`src/rtl/sw_debounce_pkg.sv`:
```
// sw_debounce_pkg: default constants shared by the switch debouncer files
package sw_debounce_pkg;
  localparam int SW_WIDTH = 18;
  localparam int SW_TICK_DIV = 50000;
  localparam int SW_STABLE_TICKS = 4;
endpackage

```
`src/rtl/sw_debounce_if.sv`:
```
// sw_debounce_if: raw switch inputs, debounced outputs, change pulses and tick strobe
interface sw_debounce_if import sw_debounce_pkg::*; #(
  parameter int WIDTH = SW_WIDTH
);
  logic [WIDTH-1:0] sw_in;
  logic [WIDTH-1:0] sw_out;
  logic [WIDTH-1:0] changed;
  logic tick;
  modport master (output sw_in, input sw_out, input changed, input tick);
  modport slave (input sw_in, output sw_out, output changed, output tick);
endinterface

```
`src/rtl/sw_debounce_chan.sv`:
```
// sw_debounce_chan: one switch channel with synchronizer, stability counter and output flop
module sw_debounce_chan import sw_debounce_pkg::*; #(
  parameter int STABLE_TICKS = SW_STABLE_TICKS,
  parameter logic RESET_BIT = 1'b0
) (
  input  logic clk,
  input  logic reset,
  input  logic tick_i,
  input  logic sw_i,
  output logic sw_o,
  output logic changed_o
);
  localparam int CW = $clog2(STABLE_TICKS);
  logic s1_q, s2_q, out_q, chg_q, out_d, chg_d, accept;
  logic [CW-1:0] cnt_q, cnt_d;
  // count consecutive disagreeing ticks and accept the new level on the last one
  always_comb begin
    accept = tick_i && (s2_q != out_q) && (cnt_q == CW'(STABLE_TICKS - 1));
    cnt_d = !tick_i ? cnt_q : (s2_q == out_q || accept) ? '0 : cnt_q + CW'(1);
    out_d = accept ? s2_q : out_q;
    chg_d = accept;
  end
  // synchronizer, counter and debounced level registers
  always_ff @(posedge clk or posedge reset) begin
    if (reset) begin
      s1_q <= RESET_BIT;
      s2_q <= RESET_BIT;
      out_q <= RESET_BIT;
      chg_q <= 1'b0;
      cnt_q <= '0;
    end else begin
      s1_q <= sw_i;
      s2_q <= s1_q;
      out_q <= out_d;
      chg_q <= chg_d;
      cnt_q <= cnt_d;
    end
  end
  assign sw_o = out_q;
  assign changed_o = chg_q;
endmodule

```
`src/rtl/sw_debounce.sv`:
```
// sw_debounce: multi-channel switch debouncer sampled on a shared prescaler tick
module sw_debounce import sw_debounce_pkg::*; #(
  parameter int WIDTH = SW_WIDTH,
  parameter int TICK_DIV = SW_TICK_DIV,
  parameter int STABLE_TICKS = SW_STABLE_TICKS,
  parameter logic [WIDTH-1:0] RESET_VALUE = '0
) (
  input  logic clk,
  input  logic reset,
  sw_debounce_if.slave bus
);
  localparam int PW = $clog2(TICK_DIV);
  localparam logic [PW-1:0] LAST = PW'(TICK_DIV - 1);
  logic [PW-1:0] pre_q, pre_d;
  logic [WIDTH-1:0] sw_out, changed;
  logic tick;
  assign tick = pre_q == LAST;
  // prescaler wraps after the tick cycle
  always_comb pre_d = tick ? '0 : pre_q + PW'(1);
  // prescaler register
  always_ff @(posedge clk or posedge reset) begin
    if (reset) pre_q <= '0;
    else pre_q <= pre_d;
  end
  for (genvar i = 0; i < WIDTH; i++) begin : g_chan
    sw_debounce_chan #(
      .STABLE_TICKS(STABLE_TICKS),
      .RESET_BIT(RESET_VALUE[i])
    ) u_chan (
      .clk(clk),
      .reset(reset),
      .tick_i(tick),
      .sw_i(bus.sw_in[i]),
      .sw_o(sw_out[i]),
      .changed_o(changed[i])
    );
  end
  assign bus.sw_out = sw_out;
  assign bus.changed = changed;
  assign bus.tick = tick;
endmodule
```
`src/flat_wrapper.sv`:
```
// flat-port wrapper written by rule: the top's interface ports become plain ports
module sw_debounce_flat import sw_debounce_pkg::*;
#(
  parameter int WIDTH = SW_WIDTH,
  parameter int TICK_DIV = SW_TICK_DIV,
  parameter int STABLE_TICKS = SW_STABLE_TICKS,
  parameter logic [WIDTH-1:0] RESET_VALUE = '0
)
  (clk, reset, bus_sw_in, bus_sw_out, bus_changed, bus_tick);
  sw_debounce_if #(.WIDTH(WIDTH)) bus_i ();
  input  logic clk;
  input  logic reset;
  input wire logic [$bits(bus_i.sw_in)-1:0] bus_sw_in;
  output wire logic [$bits(bus_i.sw_out)-1:0] bus_sw_out;
  output wire logic [$bits(bus_i.changed)-1:0] bus_changed;
  output wire logic [$bits(bus_i.tick)-1:0] bus_tick;
  assign bus_i.sw_in = bus_sw_in;
  assign bus_sw_out = bus_i.sw_out;
  assign bus_changed = bus_i.changed;
  assign bus_tick = bus_i.tick;
  sw_debounce #(.WIDTH(WIDTH), .TICK_DIV(TICK_DIV), .STABLE_TICKS(STABLE_TICKS), .RESET_VALUE(RESET_VALUE)) u_core (.clk(clk), .reset(reset), .bus(bus_i));
endmodule
```
`config.mk`:
```
export PLATFORM = sky130hd
export DESIGN_NAME = sw_debounce_flat
export DESIGN_NICKNAME = d
export VERILOG_FILES = /design/src/rtl/sw_debounce_pkg.sv /design/src/rtl/sw_debounce_if.sv /design/src/rtl/sw_debounce_chan.sv /design/src/rtl/sw_debounce.sv /design/src/flat_wrapper.sv
export SDC_FILE = /design/constraint.sdc
export NUM_CORES = 1
export LEC_CHECK = 0
export ABC_AREA = 1
export BUFFER_PORTS_ARGS = -buffer_cell sky130_fd_sc_hd__buf_2
export CAP_MARGIN = 20
export CORE_ASPECT_RATIO = 0.9
export CORE_UTILIZATION = 55
export DETAILED_ROUTE_END_ITERATION = 16
export PLACE_DENSITY = 0.75
export SETUP_SLACK_MARGIN = 0.15
export SYNTH_ARGS = -nofsm -noshare
export SYNTH_HDL_FRONTEND = slang
export SYNTH_SLANG_ARGS = --single-unit
```
`constraint.sdc`:
```
create_clock -name clk -period 9 [get_ports clk]
set_input_delay 1.8 -clock clk [delete_from_list [all_inputs] [get_ports clk]]
set_output_delay 1.8 -clock clk [all_outputs]
set_load 0.005 [all_outputs]
```
==> flow_metrics.env, run 1 <==
export IMPL_hold_path_class="flip-flop to flip-flop"
export IMPL_viasPerCell=5.201
export IMPL_grt_first_pass_wirelength_mm=16.78
export IMPL_worstSetupStartpointType="flip-flop"
export IMPL_timing_final_hold_violations=0
export IMPL_async_reset_ff_frac=1.000
export IMPL_clkPwrFrac=0.538
export IMPL_netlist_instances=559
export IMPL_final_cells=721
export IMPL_relSlewSlack=0.3211
export IMPL_netlist_area_mm2=0.005573
export IMPL_die_y_um=97.50
export IMPL_ys_warn_count=0
export IMPL_start_util=0.5721
export IMPL_period_minus_slack_ns=3.511
export IMPL_max_freq_mhz=284.8
export IMPL_path_clk_slew_ns=0.05
export IMPL_place_area_mm2=0.005578
export IMPL_post_synth_top_count_cell="nand2_1"
export IMPL_crit_path_end_kind="output pin"
export IMPL_syn2layout_area_growth_pct=11.07
export IMPL_antennaDiodeCount=0
export IMPL_avgSynthCellArea_um2=9.969
export IMPL_grt_ovfl_total=0
export IMPL_intPower_mw=1.036
export IMPL_grt_max_degree=71
export IMPL_synth_area_leaders="dfrtp_1 56%, nand2_1 8.9%, nand4_1 6.4%"
export IMPL_tightest_slew_ns=1.016
export IMPL_grt_antenna_before_repair=0
export IMPL_p_leak_nw=3.424
export IMPL_switching_share=0.1886
export IMPL_synth_seq_cells=124
export IMPL_power_frac_comb=0.015
export IMPL_port_buffers=56
export IMPL_p_sw_mw=0.2408
export IMPL_ir_worst_vdd_v=0.0001953
export IMPL_drive_gt1_frac=0.1681
export IMPL_core_mm2=0.009742
export IMPL_cellPowerDensity_mw_per_mm2=206.2
export IMPL_finalCritPeriodShare=0.3901
export IMPL_dp_hpwl_mm=6.148
export IMPL_clock_path_buffers=2
export IMPL_final_util=0.6354
export IMPL_path_class="flip-flop to output pin"
export IMPL_clk_latency_ns=0.52
export IMPL_drv_cap=0
export IMPL_dp_cells=690
export IMPL_outcome="finished, final reports clean"
export IMPL_finalNetCount=622
export IMPL_vias=3750
export IMPL_finalPower_mw=1.277
export IMPL_power_share_sequential=0.447
export IMPL_cts_root_buf="clkbuf_8"
export IMPL_drtPass1Iterations=5
export IMPL_fillers=754
export IMPL_cts_buffers=17
export IMPL_cts_sinks=124
export IMPL_drc=0
export IMPL_gp_congestion=0.8306
export IMPL_wirelength_mm=9.995
export IMPL_grtUsageTotal=0.2085
export IMPL_cts_tree="done"
export IMPL_routedWlPerCell_um=13.86
export IMPL_final_area_mm2=0.006190
export IMPL_rsz0062_at_grt="no"
export IMPL_grt_pass1_vias=3688
export IMPL_arrival_ns=1.71
export IMPL_synth_nets=598
export IMPL_ant_nets=0
export IMPL_cts_hold_buffers=0
export IMPL_synth_cell_types=23
export IMPL_setup_tns_ns=0
export IMPL_cts_setup_buffers=0
export IMPL_num_io_pins=57
export IMPL_htreeDepth=4
export IMPL_dieArea_mm2=0.01054
export IMPL_slew_viol_final=0
export IMPL_setup_violations=0
export IMPL_yosys_top_cells_count="132 x nand2_1, 124 x dfrtp_1, 58 x inv_1"
export IMPL_crit_fanout=4
export IMPL_drt_initial_drc_count=181
export IMPL_ctsResizeCount=0
export IMPL_finClkSkew_ns=0.01403
export IMPL_synth_top_cell_area_share=0.5568
export IMPL_yosys_area_top_type="dfrtp_1"
export IMPL_synth_flop_cell="dfrtp_1"
export IMPL_synth_edf_count=0
export IMPL_fp_dieW_um=108.1
export IMPL_seq_area_frac_synth=0.5568
export IMPL_required_ns=7.20
export IMPL_rows=34
## critical path: stages, from the launching register on
cell and delay [ns]:
dfrtp_1 0.38, ha_1 0.20, nand2_1 0.12, nor2_4 0.15, nand3_2 0.11, nor2_4 0.13, buf_2 0.12
## power groups by stage
| stage | combinational (mW) | clock, mW | sequential, mW |
|---|---|---|---|
| finish | 0.0191 | 0.687 | 0.570 |
| global route | 0.0227 | 0.722 | 0.571 |
| CTS | 0.0200 | 0.699 | 0.570 |
| detailed placement | 0.0199 | 0 | 0.580 |
| global placement | 0.0195 | 0 | 0.579 |
| floorplan | 0.0117 | 0 | 0.579 |
## path summary, 6_finish.rpt
kind	startpoint	endpoint	slack (ns)	cells past startpoint
hold / removal	u_core.g_chan[14].u_chan.s1_q$_DFF_PP0_	u_core.g_chan[14].u_chan.s2_q$_DFF_PP0_	0.35	0
min in group asynchronous	reset	u_core.g_chan[8].u_chan.cnt_q[1]$_DFFE_PP0P_	1.37	2
hold reg to reg	u_core.g_chan[14].u_chan.s1_q$_DFF_PP0_	u_core.g_chan[14].u_chan.s2_q$_DFF_PP0_	0.35	0
setup reg to reg	u_core.pre_q[10]$_DFF_PP0_	u_core.g_chan[10].u_chan.cnt_q[0]$_DFFE_PP0P_	6.62	6
max in group asynchronous	reset	u_core.pre_q[15]$_DFF_PP0_	6.31	3
setup / recovery	u_core.pre_q[0]$_DFF_PP0_	bus_tick	5.49	6
## cells by family (layout without fill, tap and decap cells)
logic type / after synthesis / count (layout) / synth area share
simple gates: 273 / 273 / 0.2380
flops: 124 / 124 / 0.5568
fa+ha+maj: 19 / 19 / 0.04266
compound gates: 8 / 8 / 0.007633
xor+xnor: 21 / 21 / 0.03300
buf+inv: 114 / 150 / 0.1219
## per-layer routing
metal,share of wire,track usage,vias up
met1,0.46,0.2651,1828
met4,0.015,0.08641,0
li1,-,-,1827
met2,0.48,0.3371,81
met5,0,0,-
met3,0.041,0.05366,14
## stage by stage
| stage | hold WS (ns) | setup WS [ns] |
|---|---|---|
| 2_1_floorplan | 0.3312 | 3.901 |
| 3_3_place_gp | 0.3326 | 5.698 |
| 3_5_place_dp | 0.3347 | 5.686 |
| 4_1_cts | 0.3472 | 5.453 |
| 5_1_grt | 0.3515 | 5.376 |
| 6_report | 0.3474 | 5.489 |
## cells in the final DEF, fill, tap and decap left out
cell	instances
clkbuf_16	16
buf_4	2
xor2_1	21
inv_4	1
nand4_1	57
nor2_2	1
and3_1	18
inv_1	57
o21ai_0	2
nor2_4	3
inv_2	2
nand3_1	27
buf_2	56
ha_1	19
clkinv_1	1
clkinv_2	1
nor2_1	22
nand2_2	2
o21bai_1	1
clkbuf_8	7
nor3_1	6
nand2_1	132
a21oi_1	5
nand3_2	3
bufinv_16	3
dfrtp_1	124
clkinv_4	1
nand2_4	1
clkbuf_1	3
nor2_8	1
## sequential cells by signal (all words and copies together), names as in the netlist
register                        count
u_core.g_chan.u_chan.s1_q          18
u_core.g_chan.u_chan.sw_o          18
u_core.pre_q                       16
u_core.g_chan.u_chan.cnt_q         36
u_core.g_chan.u_chan.s2_q          18
u_core.g_chan.u_chan.changed_o     18
## cell type report
class,count,area [um^2],area share
Clock inverter,5,103.9,0.01678
Tap cell,126,157.7,0.02547
Clock buffer,26,508.0,0.08207
Multi-Input combinational cell,321,1790,0.2893
Inverter,61,231.5,0.03740
Timing Repair Buffer,58,295.3,0.04771
Sequential cell,124,3103,0.5013
Power figures use the tool's default switching activity.
==> inputs of run 2 (changes only) <==
- CORE_UTILIZATION: 55 -> 53
- PLACE_DENSITY: 0.75 -> 0.76
- clock period: 9 -> 3.2 ns (I/O delays scaled with it)
==> run 2 against run 1 <==
Against the previous run:
- final cell count is 1.1% higher
- routed wire length is 1.2% higher
- sequential share of layout area hardly changed
- worst hold slack worse by 0.019 ns
- largest cell class unchanged
==> flow_metrics.env, run 2 (synthesis results as in run 1) <==
export IMPL_layout_common_cells="132 x nand2_1, 124 x dfrtp_1, 57 x inv_1, 57 x nand4_1, 56 x buf_2"
export IMPL_r2r_cells=8
export IMPL_drc=0
export IMPL_slew_viol_final=0
export IMPL_crit_fanout=34
export IMPL_period_minus_slack_ns=2.554
export IMPL_power_share_sequential=0.464
export IMPL_grt_max_degree=44
export IMPL_path_clk_slew_ns=0.06
export IMPL_setup_violations=0
export IMPL_clkPwrFrac=0.519
export IMPL_finalNetCount=626
export IMPL_setup_tns_ns=0
export IMPL_max_freq_mhz=391.6
export IMPL_rsz0062_at_grt="no"
export IMPL_p_leak_nw=3.418
export IMPL_switching_share=0.2185
export IMPL_syn2layout_area_growth_pct=11.05
export IMPL_ctsResizeCount=0
export IMPL_num_io_pins=57
export IMPL_power_frac_comb=0.017
export IMPL_r2r_start="u_core.pre_q[0]$_DFF_PP0_"
export IMPL_fillers=838
export IMPL_drtPass1Iterations=7
export IMPL_cts_setup_buffers=0
export IMPL_grtUsageTotal=0.2118
export IMPL_required_ns=2.56
export IMPL_finClkSkew_ns=0.008934
export IMPL_cellPowerDensity_mw_per_mm2=558.2
export IMPL_htreeDepth=4
export IMPL_port_buffers=56
export IMPL_path_class="flip-flop to output pin"
export IMPL_antennaDiodeCount=0
export IMPL_intPower_mw=2.699
export IMPL_rows=35
export IMPL_cts_tree="done"
export IMPL_ir_worst_vdd_v=0.0006485
export IMPL_final_common_cell="nand2_1"
export IMPL_dieArea_mm2=0.01093
export IMPL_timing_final_hold_violations=0
export IMPL_cts_sinks=124
export IMPL_dp_hpwl_mm=6.512
export IMPL_grt_pass1_vias=3859
export IMPL_hold_path_class="primary input to flip-flop"
export IMPL_crit_path_end_kind="output pin"
export IMPL_routedWlPerCell_um=13.87
export IMPL_finalCritPeriodShare=0.7980
export IMPL_die_y_um=99.28
export IMPL_outcome="finished, final reports clean"
export IMPL_grt_ovfl_total=0
export IMPL_fp_dieW_um=110.1
export IMPL_place_area_mm2=0.005625
export IMPL_worstSetupStartpointType="flip-flop"
export IMPL_grt_antenna_before_repair=0
export IMPL_r2r_slack_ns=1.02
export IMPL_relSlewSlack=0.3862
export IMPL_gp_congestion=0.8221
export IMPL_top_register="u_core.g_chan.u_chan.cnt_q"
export IMPL_start_util=0.5438
export IMPL_final_area_mm2=0.006188
export IMPL_holdCritStartpoint="bus_sw_in[1]"
export IMPL_wirelength_mm=10.11
export IMPL_cts_buffers=17
export IMPL_holdPathStages=1
export IMPL_viasPerCell=5.314
export IMPL_ant_nets=0
export IMPL_cts_root_buf="clkbuf_16"
export IMPL_cts_hold_buffers=0
export IMPL_p_sw_mw=0.7548
export IMPL_clock_path_buffers=2
export IMPL_drv_cap=0
export IMPL_r2r_end="u_core.g_chan[3].u_chan.cnt_q[0]$_DFFE_PP0P_"
export IMPL_largest_reg_flops=36
export IMPL_grt_first_pass_wirelength_mm=17.61
export IMPL_clk_latency_ns=0.41
export IMPL_vias=3874
export IMPL_drive_gt1_frac=0.1783
export IMPL_drt_initial_drc_count=237
export IMPL_arrival_ns=1.91
export IMPL_tightest_slew_ns=0.9188
export IMPL_core_mm2=0.01025
export IMPL_min_to="u_core.g_chan[1].u_chan.s1_q$_DFF_PP0_"
[run 2: cell count changes in the layout (fill, tap and decap cells not counted)]
cell / delta
buf_12: +1
buf_4: +3
bufinv_16: -2
clkbuf_1: -2
clkbuf_16: +1
clkbuf_8: -6
clkinv_2: +3
clkinv_4: +4
clkinvlp_4: +3
inv_4: -1
inv_8: +1
[run 2: layout make-up]
type,count,area (um^2),share of cell area
tap,129,161.4,0.02608
sequential,124,3103,0.5014
multi-input combinational,321,1790,0.2893
clock buffer,19,442.9,0.07157
inverter,61,232.7,0.03761
timing repair buffer,62,337.8,0.05459
clock inverter,13,120.1,0.01941
[run 2: worst max-delay path by stage]
stage                         startpoint                                            to  slack (ns)  cells after the start
2_1_floorplan                      reset   u_core.g_chan[0].u_chan.changed_o$_DFF_PP0_        1.03                      1
3_3_place_gp   u_core.pre_q[0]$_DFF_PP0_                                      bus_tick        1.11                      7
3_5_place_dp   u_core.pre_q[0]$_DFF_PP0_  u_core.g_chan[5].u_chan.cnt_q[0]$_DFFE_PP0P_         1.0                      8
4_1_cts        u_core.pre_q[0]$_DFF_PP0_                                      bus_tick        0.63                      7
5_1_grt        u_core.pre_q[0]$_DFF_PP0_                                      bus_tick        0.52                      7
6_report       u_core.pre_q[0]$_DFF_PP0_                                      bus_tick        0.65                      7
[run 2: layer usage]
layer | vias to the layer above | global-route usage | wire length [um]
li1 | 1846 | - | -
met1 | 1914 | 0.2645 | 4444
met2 | 102 | 0.3423 | 5036
met3 | 12 | 0.08257 | 537
met4 | 0 | 0.06073 | 95
met5 | - | 0 | 0
[run 2: through the flow]
step                hold slack, ns  setup WS (ns)  utilization  total power, mW  instances
floorplan                   0.3312          1.035            -            1.661        559
global placement            0.3324          1.106       0.5490            1.688        697
detailed placement          0.3347         0.9978       0.5490            1.691        697
CTS                         0.3172         0.6327       0.6039            3.487        729
global route                0.3061         0.5154       0.6039            3.581        729
finish                      0.3283         0.6463       0.6039            3.454        729
[run 2: power groups by stage]
stage	Sequential, mW	Clock [mW]	Combinational (mW)
after floorplan	1.63	0	0.0331
after global placement	1.63	0	0.0580
after detailed placement	1.63	0	0.0607
after CTS	1.60	1.82	0.0609
after global routing	1.60	1.91	0.0691
final	1.60	1.79	0.0578
[run 2: critical path, stage by stage, from the launching register on]
cell     delay, ns
dfrtp_1       0.37
ha_1          0.18
nand2_1       0.10
nor2_4        0.14
nand3_2       0.10
nor2_4        0.11
buf_4         0.31
buf_2         0.18
